## src/rtl/uart_mmio.sv

```systemverilog
// uart_mmio: memory-mapped 8N1 UART slave for the PicoRV32 native bus.
// Register window is 16 bytes at BaseAddr: DATA, STATUS, DIV, CLR.
// Bus handshake: a request is taken in the first cycle mem_valid_i is high,
// the window matches, no ack is already in flight and the request is not a
// DATA write blocked by a full TX holding register. mem_ready_o pulses high
// for exactly one cycle in the following cycle, with mem_rdata_o valid.
module uart_mmio #(
    parameter logic [31:0] BaseAddr   = 32'h1000_0000,
    parameter logic [15:0] DefaultDiv = 16'd868
) (
    input  logic        clk_i,
    input  logic        rst_ni,
    input  logic        mem_valid_i,
    input  logic [31:0] mem_addr_i,
    input  logic [31:0] mem_wdata_i,
    input  logic [3:0]  mem_wstrb_i,
    output logic        mem_ready_o,
    output logic [31:0] mem_rdata_o,
    output logic        sel_o,
    output logic        tx_o,
    input  logic        rx_i,
    output logic        irq_o
);
    typedef enum logic [1:0] {S_IDLE, S_START, S_DATA, S_STOP} uart_state_e;

    logic        mem_ready_q, take, is_wr, stall;
    logic        wr_data, rd_data, wr_div, wr_clr;
    logic [1:0]  reg_off;
    logic [31:0] mem_rdata_q, rd_mux;
    logic [15:0] div_q, div_d, div_wr_val;
    logic [4:0]  status;

    uart_state_e tx_state_q, tx_state_d;
    logic [15:0] tx_cnt_q, tx_cnt_d;
    logic [2:0]  tx_bit_q, tx_bit_d;
    logic [7:0]  tx_shift_q, tx_shift_d, tx_hold_q, tx_hold_d;
    logic        tx_full_q, tx_full_d, load_shift;

    uart_state_e rx_state_q, rx_state_d;
    logic [15:0] rx_cnt_q, rx_cnt_d;
    logic [2:0]  rx_bit_q, rx_bit_d;
    logic [7:0]  rx_shift_q, rx_shift_d, rx_byte_q, rx_byte_d;
    logic        rx_s1_q, rx_s2_q, rx_prev_q;
    logic        rx_valid_q, rx_valid_d, rx_ovr_q, rx_ovr_d, rx_ferr_q, rx_ferr_d;
    logic        byte_good;

    // Bits of the bus the register map never looks at.
    logic unused_bits;
    assign unused_bits = &{1'b0, mem_wdata_i[31:16], mem_wstrb_i[3:2], mem_addr_i[1:0]};

    assign sel_o   = mem_valid_i && (mem_addr_i[31:4] == BaseAddr[31:4]);
    assign reg_off = mem_addr_i[3:2];
    assign is_wr   = |mem_wstrb_i;
    assign stall   = is_wr && (reg_off == 2'd0) && mem_wstrb_i[0] && tx_full_q;
    assign take    = sel_o && !mem_ready_q && !stall;
    assign wr_data = take && is_wr && (reg_off == 2'd0) && mem_wstrb_i[0];
    assign rd_data = take && !is_wr && (reg_off == 2'd0);
    assign wr_div  = take && is_wr && (reg_off == 2'd2);
    assign wr_clr  = take && is_wr && (reg_off == 2'd3) && mem_wstrb_i[0];

    assign status      = {rx_ferr_q, rx_ovr_q, rx_valid_q, tx_full_q, tx_state_q != S_IDLE};
    assign mem_ready_o = mem_ready_q;
    assign mem_rdata_o = mem_rdata_q;
    assign irq_o       = rx_valid_q;
    assign tx_o        = (tx_state_q == S_START) ? 1'b0 :
                         (tx_state_q == S_DATA)  ? tx_shift_q[0] : 1'b1;

    // Read mux and byte-gated DIV update with the minimum of 4 enforced.
    always_comb begin
        rd_mux = '0;
        case (reg_off)
            2'd0:    rd_mux = {24'b0, rx_byte_q};
            2'd1:    rd_mux = {27'b0, status};
            2'd2:    rd_mux = {16'b0, div_q};
            default: rd_mux = '0;
        endcase
        div_wr_val = {mem_wstrb_i[1] ? mem_wdata_i[15:8] : div_q[15:8],
                      mem_wstrb_i[0] ? mem_wdata_i[7:0]  : div_q[7:0]};
        div_d = div_q;
        if (wr_div) div_d = (div_wr_val < 16'd4) ? 16'd4 : div_wr_val;
    end

    // Bus ack pulse, read data capture and the divider register.
    always_ff @(posedge clk_i or negedge rst_ni) begin
        if (!rst_ni) begin
            mem_ready_q <= 1'b0;
            mem_rdata_q <= '0;
            div_q       <= DefaultDiv;
        end else begin
            mem_ready_q <= take;
            mem_rdata_q <= (take && !is_wr) ? rd_mux : '0;
            div_q       <= div_d;
        end
    end

    // TX next state: bit timing, holding-register handoff, back-to-back frames.
    always_comb begin
        tx_state_d = tx_state_q;
        tx_cnt_d   = tx_cnt_q;
        tx_bit_d   = tx_bit_q;
        tx_shift_d = tx_shift_q;
        tx_hold_d  = tx_hold_q;
        tx_full_d  = tx_full_q;
        load_shift = 1'b0;
        case (tx_state_q)
            S_IDLE:  load_shift = tx_full_q;
            S_START: begin
                if (tx_cnt_q == 16'd1) begin
                    tx_state_d = S_DATA;
                    tx_cnt_d   = div_q;
                    tx_bit_d   = 3'd0;
                end else tx_cnt_d = tx_cnt_q - 16'd1;
            end
            S_DATA: begin
                if (tx_cnt_q == 16'd1) begin
                    tx_shift_d = {1'b0, tx_shift_q[7:1]};
                    tx_cnt_d   = div_q;
                    if (tx_bit_q == 3'd7) tx_state_d = S_STOP;
                    else tx_bit_d = tx_bit_q + 3'd1;
                end else tx_cnt_d = tx_cnt_q - 16'd1;
            end
            default: begin
                if (tx_cnt_q == 16'd1) begin
                    if (tx_full_q) load_shift = 1'b1;
                    else tx_state_d = S_IDLE;
                end else tx_cnt_d = tx_cnt_q - 16'd1;
            end
        endcase
        if (load_shift) begin
            tx_state_d = S_START;
            tx_cnt_d   = div_q;
            tx_shift_d = tx_hold_q;
            tx_full_d  = 1'b0;
        end
        // wr_data is only taken while the holding register is empty.
        if (wr_data) begin
            tx_hold_d = mem_wdata_i[7:0];
            tx_full_d = 1'b1;
        end
    end

    // TX state register.
    always_ff @(posedge clk_i or negedge rst_ni) begin
        if (!rst_ni) begin
            tx_state_q <= S_IDLE;
            tx_cnt_q   <= '0;
            tx_bit_q   <= '0;
            tx_shift_q <= '0;
            tx_hold_q  <= '0;
            tx_full_q  <= 1'b0;
        end else begin
            tx_state_q <= tx_state_d;
            tx_cnt_q   <= tx_cnt_d;
            tx_bit_q   <= tx_bit_d;
            tx_shift_q <= tx_shift_d;
            tx_hold_q  <= tx_hold_d;
            tx_full_q  <= tx_full_d;
        end
    end

    // RX next state: start validation, mid-bit sampling, buffer and flags.
    always_comb begin
        rx_state_d = rx_state_q;
        rx_cnt_d   = rx_cnt_q;
        rx_bit_d   = rx_bit_q;
        rx_shift_d = rx_shift_q;
        rx_byte_d  = rx_byte_q;
        rx_valid_d = rx_valid_q;
        rx_ovr_d   = rx_ovr_q;
        rx_ferr_d  = rx_ferr_q;
        byte_good  = 1'b0;
        if (wr_clr && mem_wdata_i[3]) rx_ovr_d  = 1'b0;
        if (wr_clr && mem_wdata_i[4]) rx_ferr_d = 1'b0;
        if (rd_data) rx_valid_d = 1'b0;
        case (rx_state_q)
            S_IDLE: begin
                if (rx_prev_q && !rx_s2_q) begin
                    rx_state_d = S_START;
                    rx_cnt_d   = {1'b0, div_q[15:1]};
                end
            end
            S_START: begin
                if (rx_cnt_q == 16'd1) begin
                    rx_cnt_d = div_q;
                    rx_bit_d = 3'd0;
                    rx_state_d = rx_s2_q ? S_IDLE : S_DATA;
                end else rx_cnt_d = rx_cnt_q - 16'd1;
            end
            S_DATA: begin
                if (rx_cnt_q == 16'd1) begin
                    rx_shift_d = {rx_s2_q, rx_shift_q[7:1]};
                    rx_cnt_d   = div_q;
                    if (rx_bit_q == 3'd7) rx_state_d = S_STOP;
                    else rx_bit_d = rx_bit_q + 3'd1;
                end else rx_cnt_d = rx_cnt_q - 16'd1;
            end
            default: begin
                if (rx_cnt_q == 16'd1) begin
                    rx_state_d = S_IDLE;
                    if (rx_s2_q) byte_good = 1'b1;
                    else rx_ferr_d = 1'b1;
                end else rx_cnt_d = rx_cnt_q - 16'd1;
            end
        endcase
        // A read in the completion cycle frees the buffer for the new byte.
        if (byte_good) begin
            if (!rx_valid_q || rd_data) begin
                rx_byte_d  = rx_shift_q;
                rx_valid_d = 1'b1;
            end else rx_ovr_d = 1'b1;
        end
    end

    // RX synchroniser, edge history and state register.
    always_ff @(posedge clk_i or negedge rst_ni) begin
        if (!rst_ni) begin
            rx_s1_q    <= 1'b1;
            rx_s2_q    <= 1'b1;
            rx_prev_q  <= 1'b1;
            rx_state_q <= S_IDLE;
            rx_cnt_q   <= '0;
            rx_bit_q   <= '0;
            rx_shift_q <= '0;
            rx_byte_q  <= '0;
            rx_valid_q <= 1'b0;
            rx_ovr_q   <= 1'b0;
            rx_ferr_q  <= 1'b0;
        end else begin
            rx_s1_q    <= rx_i;
            rx_s2_q    <= rx_s1_q;
            rx_prev_q  <= rx_s2_q;
            rx_state_q <= rx_state_d;
            rx_cnt_q   <= rx_cnt_d;
            rx_bit_q   <= rx_bit_d;
            rx_shift_q <= rx_shift_d;
            rx_byte_q  <= rx_byte_d;
            rx_valid_q <= rx_valid_d;
            rx_ovr_q   <= rx_ovr_d;
            rx_ferr_q  <= rx_ferr_d;
        end
    end
endmodule
```

## config.mk

```make
export PLATFORM = sky130hd
export DESIGN_NAME = uart_mmio
export DESIGN_NICKNAME = d
export VERILOG_FILES = /design/src/rtl/uart_mmio.sv
export SDC_FILE = /design/constraint.sdc
export NUM_CORES = 1
export LEC_CHECK = 0
export CAP_MARGIN = 15
export CORE_MARGIN = 1.5
export CORE_UTILIZATION = 60
export CTS_BUF_LIST = sky130_fd_sc_hd__clkbuf_8
export CTS_CLUSTER_SIZE = 24
export DETAILED_ROUTE_END_ITERATION = 10
export GPL_TIMING_DRIVEN = 0
export PLACE_DENSITY = 0.89
export SLEW_MARGIN = 20
export SYNTH_ARGS = -nofsm -noshare
export SYNTH_HDL_FRONTEND = slang
export SYNTH_SLANG_ARGS = --single-unit
```

## constraint.sdc

```tcl
create_clock -name clk_i -period 5.65 [get_ports clk_i]
set_input_delay 0.8475 -clock clk_i [delete_from_list [all_inputs] [get_ports clk_i]]
set_output_delay 0.8475 -clock clk_i [all_outputs]
set_load 0.05 [all_outputs]
```

==> results.toml <==
[sta]
tightest_slew_ns = 1.08
hold_viol = 0
skew_ns = 0.0108
fmaxAchievable_ghz = 0.267
slew_violations = 0
finalSetupTns_ns = 0
whs_ns = 0.269
relSlewSlack_pct = 27.1
period_share_pct = 66.3
setup_violations = 0
rsz0062_at_grt = "false"
min_period_ns = 3.75

[global_routing]
grt-ovfl-total = 0
grt_antenna_before_repair = 0
grt_max_degree = 84
grt_pass1_vias = 5747
grt_pass1_wl_um = 29300
grt_use_total_pct = 33.2

[logic_synthesis]
synth_area_sq_um = 6470
netlist_instances = 647
ys_ff_latch = 114
synth_area_per_cell_sq_um = 10.0
async_flop_share_pct = 100
synth_ff_type = "dfrtp_1"
synth-edff-count = 0
yosys.cell_types.count = 73
seq_area_frac_synth_pct = 44.2
yosysWarnings = 0

[detailed_routing]
drc = 0
routed_wl_um = 17900
wl_per_cell_um = 19.9
vias = 5860
routed_via_density = 6.50
antenna_left = 0
drt-pass1-iter-count = 7
drt_iter0_markers = 657

[power_and_ir_drop]
ir_drop_uv = 375
p_seq_share_pct = 35.5
combPwrFrac_pct = 38.3
p_leak_nw = 3.57
powerDensity_nw_per_um2 = 389
clockPowerShare_pct = 26.2
power_mw = 3.05
netSwitchingFraction_pct = 39.0
p_int_mw = 1.86
p_sw_mw = 1.19

[place]
placed_cell_area_sq_um = 7440
dpl.hpwl_um = 12500
place_congestion = 0.938
io_buffers = 71

[floorplan]
rows = 37
dieArea_sq_um = 11400
ios = 108
die_w_um = 107
fp.dieH_um = 107
core_area_sq_um = 10400
initial_core_util_pct = 62.1

[cts]
clk_latency_ns = 0.45
cts_tree = "done"
holdBufCountCts = 0
root_buffer = "clkbuf_8"
postCtsSetupRepairBufs = 0
path_clk_slew_ns = 0.07
cts_buffer_depth = 2
cts-htree-levels = 4
cts_buffers = 17
clock-sinks = 114
ctsResizeCount = 0

[layout]
layout_common_cells = "dfrtp_1, clkdlybuf4s50_1, nor2_1, nand2_1, mux2_2"
stdcell_area_sq_um = 7860
syn_to_final_growth_pct = 21.4
final_common_cell = "dfrtp_1"
diodes = 0
final_core_util_pct = 75.4
drive_above_1_share_pct = 15.5
nNetsFinal = 842

[worst_setup_path]
path_common_cell = "clkdlybuf4s50_1"
start_kind = "input port"
cp.arrival_ns = 2.90
path_max_fanout = 7
crit_chain = "clkdlybuf4s50_1 -> nor4_1 -> nand4_1 -> nor2_1 -> clkdlybuf4s50_1"
crit_path_end_kind = "output pin"
critPathSlowestCell = "clkdlybuf4s50_1"
cpPeakStageDelay_ns = 0.83
crit_type = "input port to output pin"
cp.required_ns = 4.80

[job]
maxCapViolations = 0

[outcome]
status = "complete, no violations"

[min_path]
hp-class = "input port to async pin"
==> stage by stage <==
step                      instances  worst slack, ns
final                           902             1.90
after global routing            902             1.66
after CTS                       902             1.93
after detailed placement        870             1.94
after global placement          869           -0.447
after floorplan                 662             2.74
==> logic make-up (layout without fill, tap and decap cells) <==
kind of cell,after synthesis,after routing,share of synthesized area [%]
flip-flops,114,114,44.2
AO/OA/AOI/OAI,156,156,17.3
buffers and inverters,72,176,5.88
AND/OR/NAND/NOR,228,228,19.4
multiplexers,59,59,9.86
adder cells (fa/ha/maj),17,17,3.29
other,1,16,0.0579
==> critical path, delay by kind of cell <==
family                 cells  cell delay (ns)
AND/OR/NAND/NOR            3             0.80
buffers and inverters      2             1.25
==> state kept, by name (all words and copies together), names as in the netlist, 3 cells and up <==
name / cells
tx_cnt_q: 16
tx_shift_q: 8
tx_hold_q: 8
rx_bit_q: 3
rx_cnt_q: 16
rx_byte_q: 8
tx_bit_q: 3
mem_rdata_o: 16
rx_shift_q: 8
div_q: 16
==> power by group through the flow <==
| stage | clock [mW] | sequential, mW | combinational (mW) |
|---|---|---|---|
| 2_1_floorplan | 0 | 1.04 | 0.847 |
| 3_3_place_gp | 0 | 1.08 | 1.10 |
| 3_5_place_dp | 0 | 1.09 | 1.13 |
| 4_1_cts | 0.807 | 1.07 | 1.14 |
| 5_1_grt | 0.845 | 1.10 | 1.27 |
| 6_report | 0.800 | 1.08 | 1.17 |
==> metal layers <==
| metal | track usage (%) | wire length (um) | share of wire (%) | up-vias |
|---|---|---|---|---|
| met5 | 0 | 0 | 0 | - |
| met4 | 16.2 | 522 | 2.9 | 0 |
| met3 | 6.81 | 1420 | 7.9 | 58 |
| met2 | 53.9 | 8730 | 49 | 315 |
| met1 | 42.5 | 7250 | 40 | 2858 |
| li1 | - | - | - | 2629 |
==> final cells by class <==
type	count	area, sq um
well taps	136	170
plain buffers	47	287
multi-input cells	476	3290
inverters	25	93.8
clock inverters	12	140
repair buffers	72	739
clock buffers	20	275
fillers	717	2560
flip-flops and latches	114	2860
==> worst paths after layout <==
kind,start,endpoint,slack (ns),cells past startpoint
hold / removal,rst_ni,tx_shift_q[0]$_DFFE_PN0P_,0.27,1
setup reg to reg,rx_cnt_q[1]$_DFFE_PN0P_,rx_bit_q[1]$_DFFE_PN0P_,2.39,7
hold reg to reg,rx_s1_q$_DFF_PN1_,rx_s2_q$_DFF_PN1_,0.36,0
max in group asynchronous,rst_ni,rx_s1_q$_DFF_PN1_,4.65,2
setup / recovery,mem_addr_i[19],sel_o,1.90,5
min in group clk_i,rx_s1_q$_DFF_PN1_,rx_s2_q$_DFF_PN1_,0.36,0
==> synthesized netlist by cell type, drive strengths merged (3+ instances only) <==
| cell type | number | share of area [%] |
|---|---|---|
| nand3 | 29 | 2.2 |
| and3 | 6 | 0.58 |
| a22o | 18 | 2.4 |
| a2111oi | 6 | 0.81 |
| o31ai | 6 | 0.70 |
| nand3b | 4 | 0.46 |
| ha | 17 | 3.3 |
| a31oi | 9 | 0.87 |
| mux2 | 38 | 6.6 |
| buf | 29 | 3.4 |
| o21ai | 30 | 2.3 |
| a22oi | 6 | 0.70 |
| a32oi | 9 | 1.2 |
| nand2 | 38 | 2.2 |
| nor4 | 16 | 1.9 |
| o2bb2ai | 3 | 0.41 |
| nor3 | 19 | 1.5 |
| nand4 | 11 | 1.1 |
| or3 | 4 | 0.41 |
| dfrtp | 106 | 41 |
| and2 | 14 | 1.4 |
| a221oi | 3 | 0.41 |
| inv | 25 | 1.5 |
| nor4b | 6 | 0.91 |
| or4 | 10 | 1.3 |
| a311oi | 6 | 0.81 |
| clkbuf | 18 | 1.0 |
| dfstp | 8 | 3.2 |
| nor2 | 45 | 2.6 |
| nor2b | 11 | 1.1 |
| mux2i | 21 | 3.2 |
| a21oi | 30 | 2.6 |
| a211oi | 6 | 0.70 |
(Power assumes the default switching activity.)
==> edit 1: new RTL, same settings <==
Put one more register stage on the output `irq_o`, without a reset. The value now appears one clock later. The other outputs are not delayed to match.
--- a/src/rtl/uart_mmio.sv
+++ b/src/rtl/uart_mmio.sv
@@ -61,7 +61,9 @@
     assign status      = {rx_ferr_q, rx_ovr_q, rx_valid_q, tx_full_q, tx_state_q != S_IDLE};
     assign mem_ready_o = mem_ready_q;
     assign mem_rdata_o = mem_rdata_q;
-    assign irq_o       = rx_valid_q;
+    always_ff @(posedge clk_i) begin
+        irq_o <= rx_valid_q;
+    end
     assign tx_o        = (tx_state_q == S_START) ? 1'b0 :
                          (tx_state_q == S_DATA)  ? tx_shift_q[0] : 1'b1;
 
Behaviour: no difference found for any inputs over 4 cycles, from zero or initial values and one cycle with rst_ni low; that may be too few to reach the edited logic, so the function may still have changed.
==> edit 1 against the unedited design <==
  * Sequential cell count grew 1
  * Sequential power is 6% higher
  * Area after synthesis is 0.46% lower
  * Via count fell by 2.1%
  * Final area down 0.41%
  * Register-to-register slack improved by 570 ps
  * Clock power about the same
  * Wire length down 5.4%
  * Count of clock-buffer cells in the layout fell by 2
  * Total power is 1.8% higher
  * Worst setup slack gained 200 ps
  * Critical endpoint unchanged
  * Largest cell class unchanged
==> edit 1: results (changes against the unedited design) <==
metric;value;unit;change
max_freq;281.8;MHz;was 266.9 MHz
r2r_slack;2960;ps;was 2390 ps
place_hpwl;11.86;mm;was 12.48 mm
first_pass_iters;5;;was 7
routed-via-count;5735;;was 5860
grt_usage;31.83;%;was 33.22%
slew_headroom;54.33;%;was 27.09%
wl;16.95;mm;was 17.92 mm
yosys-top-cells-count;106 x dfrtp_1, 43 x mux2_2, 39 x nand2_1;;was 106 x dfrtp_1, 45 x nor2_1, 38 x mux2_2, 38 x nand2_1, 29 x nand3_1
fin_hold_ws;261.4;ps;was 269.1 ps
cellLeakagePower;3.517;nW;was 3.569 nW
yosysSeqAreaShare;44.76;%;was 44.24%
netlist_instances;627;;was 647
dp_cells;850;;was 870
wl_per_cell;19.19;microns;was 19.87 microns
gp_congestion;0.9337;;was 0.9383
path_clk_slew;70;ps;about the same
grt_max_degree;86;;was 84
wl_met3;1.423;mm;was 1.422 mm
yosys-top-cells-area;dfrtp_1 41%, mux2_2 7.5%, mux2i_1 4.7%;;was dfrtp_1 41%, mux2_2 6.6%, ha_1 3.3%
finalNetCount;821;;was 842
skew;9.614;ps;was 10.84 ps
drtIter0Drc;488;;was 657
use_met2;51.05;%;was 53.89%
post_dp_cell_area;7407;sq um;was 7437 sq um
drive_gt1_share;16.62;%;was 15.54%
vdd_drop_max;0.0002506;V;was 0.0003753 V
met3_usage;10.46;%;was 6.809%
status;completed;;unchanged
use_met1;39.43;%;was 42.52%
wl_met2;8.093;mm;was 8.728 mm
synth-async-reset-ratio;99.13;%;was 100.0%
yosysUniqueCellTypes;69;;was 73
cp.arrival;2700;ps;was 2900 ps
[edit 1: changes by cell type in the layout (fill, tap and decap cells not counted), sizes merged, moves of 8 or more]
cell and change:
o21ai -8, o2bb2ai +8, nand3 -9, o211ai +14, nor4 +8, mux2i +9, nor2 -9
[edit 1: report_power, final]
part / switching [mW] / total [mW] / internal, mW
combinational: 0.715 / 1.17 / 0.453
clock: 0.355 / 0.801 / 0.446
sequential: 0.188 / 1.14 / 0.954
[edit 1: cells by family after synthesis]
| logic type | share of synthesized area [%] |
|---|---|
| and+or+nand+nor | 18.96 |
| muxes | 12.41 |
| AOI/OAI and AO/OA | 15.77 |
| buffers and inverters | 4.934 |
| adders and majority gates | 3.108 |
| other | 0.05822 |
| DFF | 44.76 |
[edit 1: through the flow]
step | power, mW | TNS, ps
detailed placement | 2.266 | 0
global placement | 2.197 | -47940
floorplan | 1.940 | 0
global route | 3.276 | 0
finish | 3.111 | 0
CTS | 3.075 | 0
[edit 1: path summary, 6_finish.rpt]
kind,start,end,cells after the start
worst max-delay path,mem_addr_i[20],sel_o,5
worst min-delay path,rst_ni,tx_shift_q[5],1
worst max register to register,rx_cnt_q[9],rx_state_q[0],6
worst min register to register,rx_s1_q,rx_s2_q,0
max in group asynchronous,rst_ni,div_q[8],2
min in group clk_i,rx_s1_q,rx_s2_q,0
[edit 1: critical path, cell delays in order]
cell             delay (ps)
clkdlybuf4s50_1         400
nor4b_1                 300
nand4_1                 200
nor2_1                  130
clkdlybuf4s50_1         820
[edit 1: layout make-up]
type                    count  area (sq um)
multi-input cells         462          3302
flip-flops and latches    115          2883
fillers                   690          2544
repair buffers             72         739.5
clock buffers              18         247.7
plain buffers              46         246.5
well taps                 136         170.2
clock inverters            14         163.9
inverters                  19         71.32
diodes                      1         2.502
==> edit 2: new RTL, config.mk and constraints unchanged <==
Without the edit above. Change the parameter `DefaultDiv` from 16'd868 to 16'd512.
--- a/src/rtl/uart_mmio.sv
+++ b/src/rtl/uart_mmio.sv
@@ -6,7 +6,7 @@
 // for exactly one cycle in the following cycle, with mem_rdata_o valid.
 module uart_mmio #(
     parameter logic [31:0] BaseAddr   = 32'h1000_0000,
-    parameter logic [15:0] DefaultDiv = 16'd868
+    parameter logic [15:0] DefaultDiv = 16'd512
 ) (
     input  logic        clk_i,
     input  logic        rst_ni,
Check against the original RTL: not equivalent (Yosys sat finds a counterexample within 4 cycles, from zero or initial values and one cycle with rst_ni low).
==> edit 2 against the unedited design <==
  * Wire length fell by 0.21%
  * Register-to-register slack improved by 130 ps
  * Count of clock-buffer cells in the layout fell by 3
  * Total power rose by 2.9%
  * Clock skew rose by 2.1 ps
  * Final area rose by 0.57%
  * Synthesized cell count did not move
  * Worst setup slack got worse by 60 ps
  * Global-route usage fell by 0.19 points
  * Non-clock buffer count did not move
  * Sequential cell count did not move
  * Area after synthesis barely moved
  * Clock power rose by 12%
  * Critical path type unchanged
  * Largest cell class unchanged
==> edit 2: results (changes against the unedited design) <==
metric;value;unit;change
synth_compound_area_share;17.30;%;was 17.29%
r2r_slack;2520;ps;was 2390 ps
status;completed;;unchanged
drive_gt1_share;15.40;%;was 15.54%
pre_cts_ws;1922;ps;was 1941 ps
grt_pass1_vias;5698;;was 5747
critical_path.startpoint;mem_addr_i[20];;was mem_addr_i[19]
drtIter0Drc;511;;was 657
grt_usage;33.03;%;was 33.22%
num-fill-cells;684;;was 717
slew_headroom;28.88;%;was 27.09%
met3_usage;8.267;%;was 6.809%
post_dp_cell_area;7432;sq um;was 7437 sq um
grt_max_degree;86;;was 84
yosys.area_share.adder;3.289;%;was 3.287%
gp_congestion;0.9416;;was 0.9383
vdd_drop_max;0.0003521;V;was 0.0003753 V
use_met2;54.21;%;was 53.89%
yosys-top-cells-count;110 x dfrtp_1, 45 x nor2_1, 38 x mux2_2, 38 x nand2_1, 29 x nand3_1;;was 106 x dfrtp_1, 45 x nor2_1, 38 x mux2_2, 38 x nand2_1, 29 x nand3_1
routed-via-count;5800;;was 5860
grt_pass1_wl;29.24;mm;was 29.28 mm
avgSynthCellArea;9.994;sq um;was 10.00 sq um
yosysSeqAreaShare;44.20;%;was 44.24%
wl;17.88;mm;was 17.92 mm
use_met1;41.36;%;was 42.52%
first_pass_iters;5;;was 7
seqPwrFrac;34.6;%;was 35.5%
switching_share;38.67;%;was 39.03%
-- edit 2: cell count changes in the layout (fill, tap and decap cells not counted), sizes merged --
cell	unedited run	this run
dfstp	8	4
bufinv	3	5
dfrtp	106	110
clkbuf	38	35
inv	29	28
clkinv	3	5
-- edit 2: cell families after synthesis --
logic type | after synthesis
muxes | 59
DFF | 114
and+or+nand+nor | 228
adders and majority gates | 17
buffers and inverters | 72
other | 1
AOI/OAI and AO/OA | 156
-- edit 2: layout make-up --
cell class | count | share of cell area (%)
buffer | 47 | 3.625
clock buffer | 17 | 2.960
timing repair buffer | 72 | 9.356
tap | 136 | 2.153
sequential | 114 | 36.16
clock inverter | 15 | 2.929
inverter | 25 | 1.187
multi-input combinational | 476 | 41.63
-- edit 2: layer usage --
layer / vias to the layer above / wire, microns / share of wire [%]
met1: 2821 / 7119 / 40
met4: 0 / 556 / 3.1
met2: 298 / 8863 / 50
li1: 2626 / - / -
met5: - / 0 / 0
met3: 55 / 1343 / 7.5
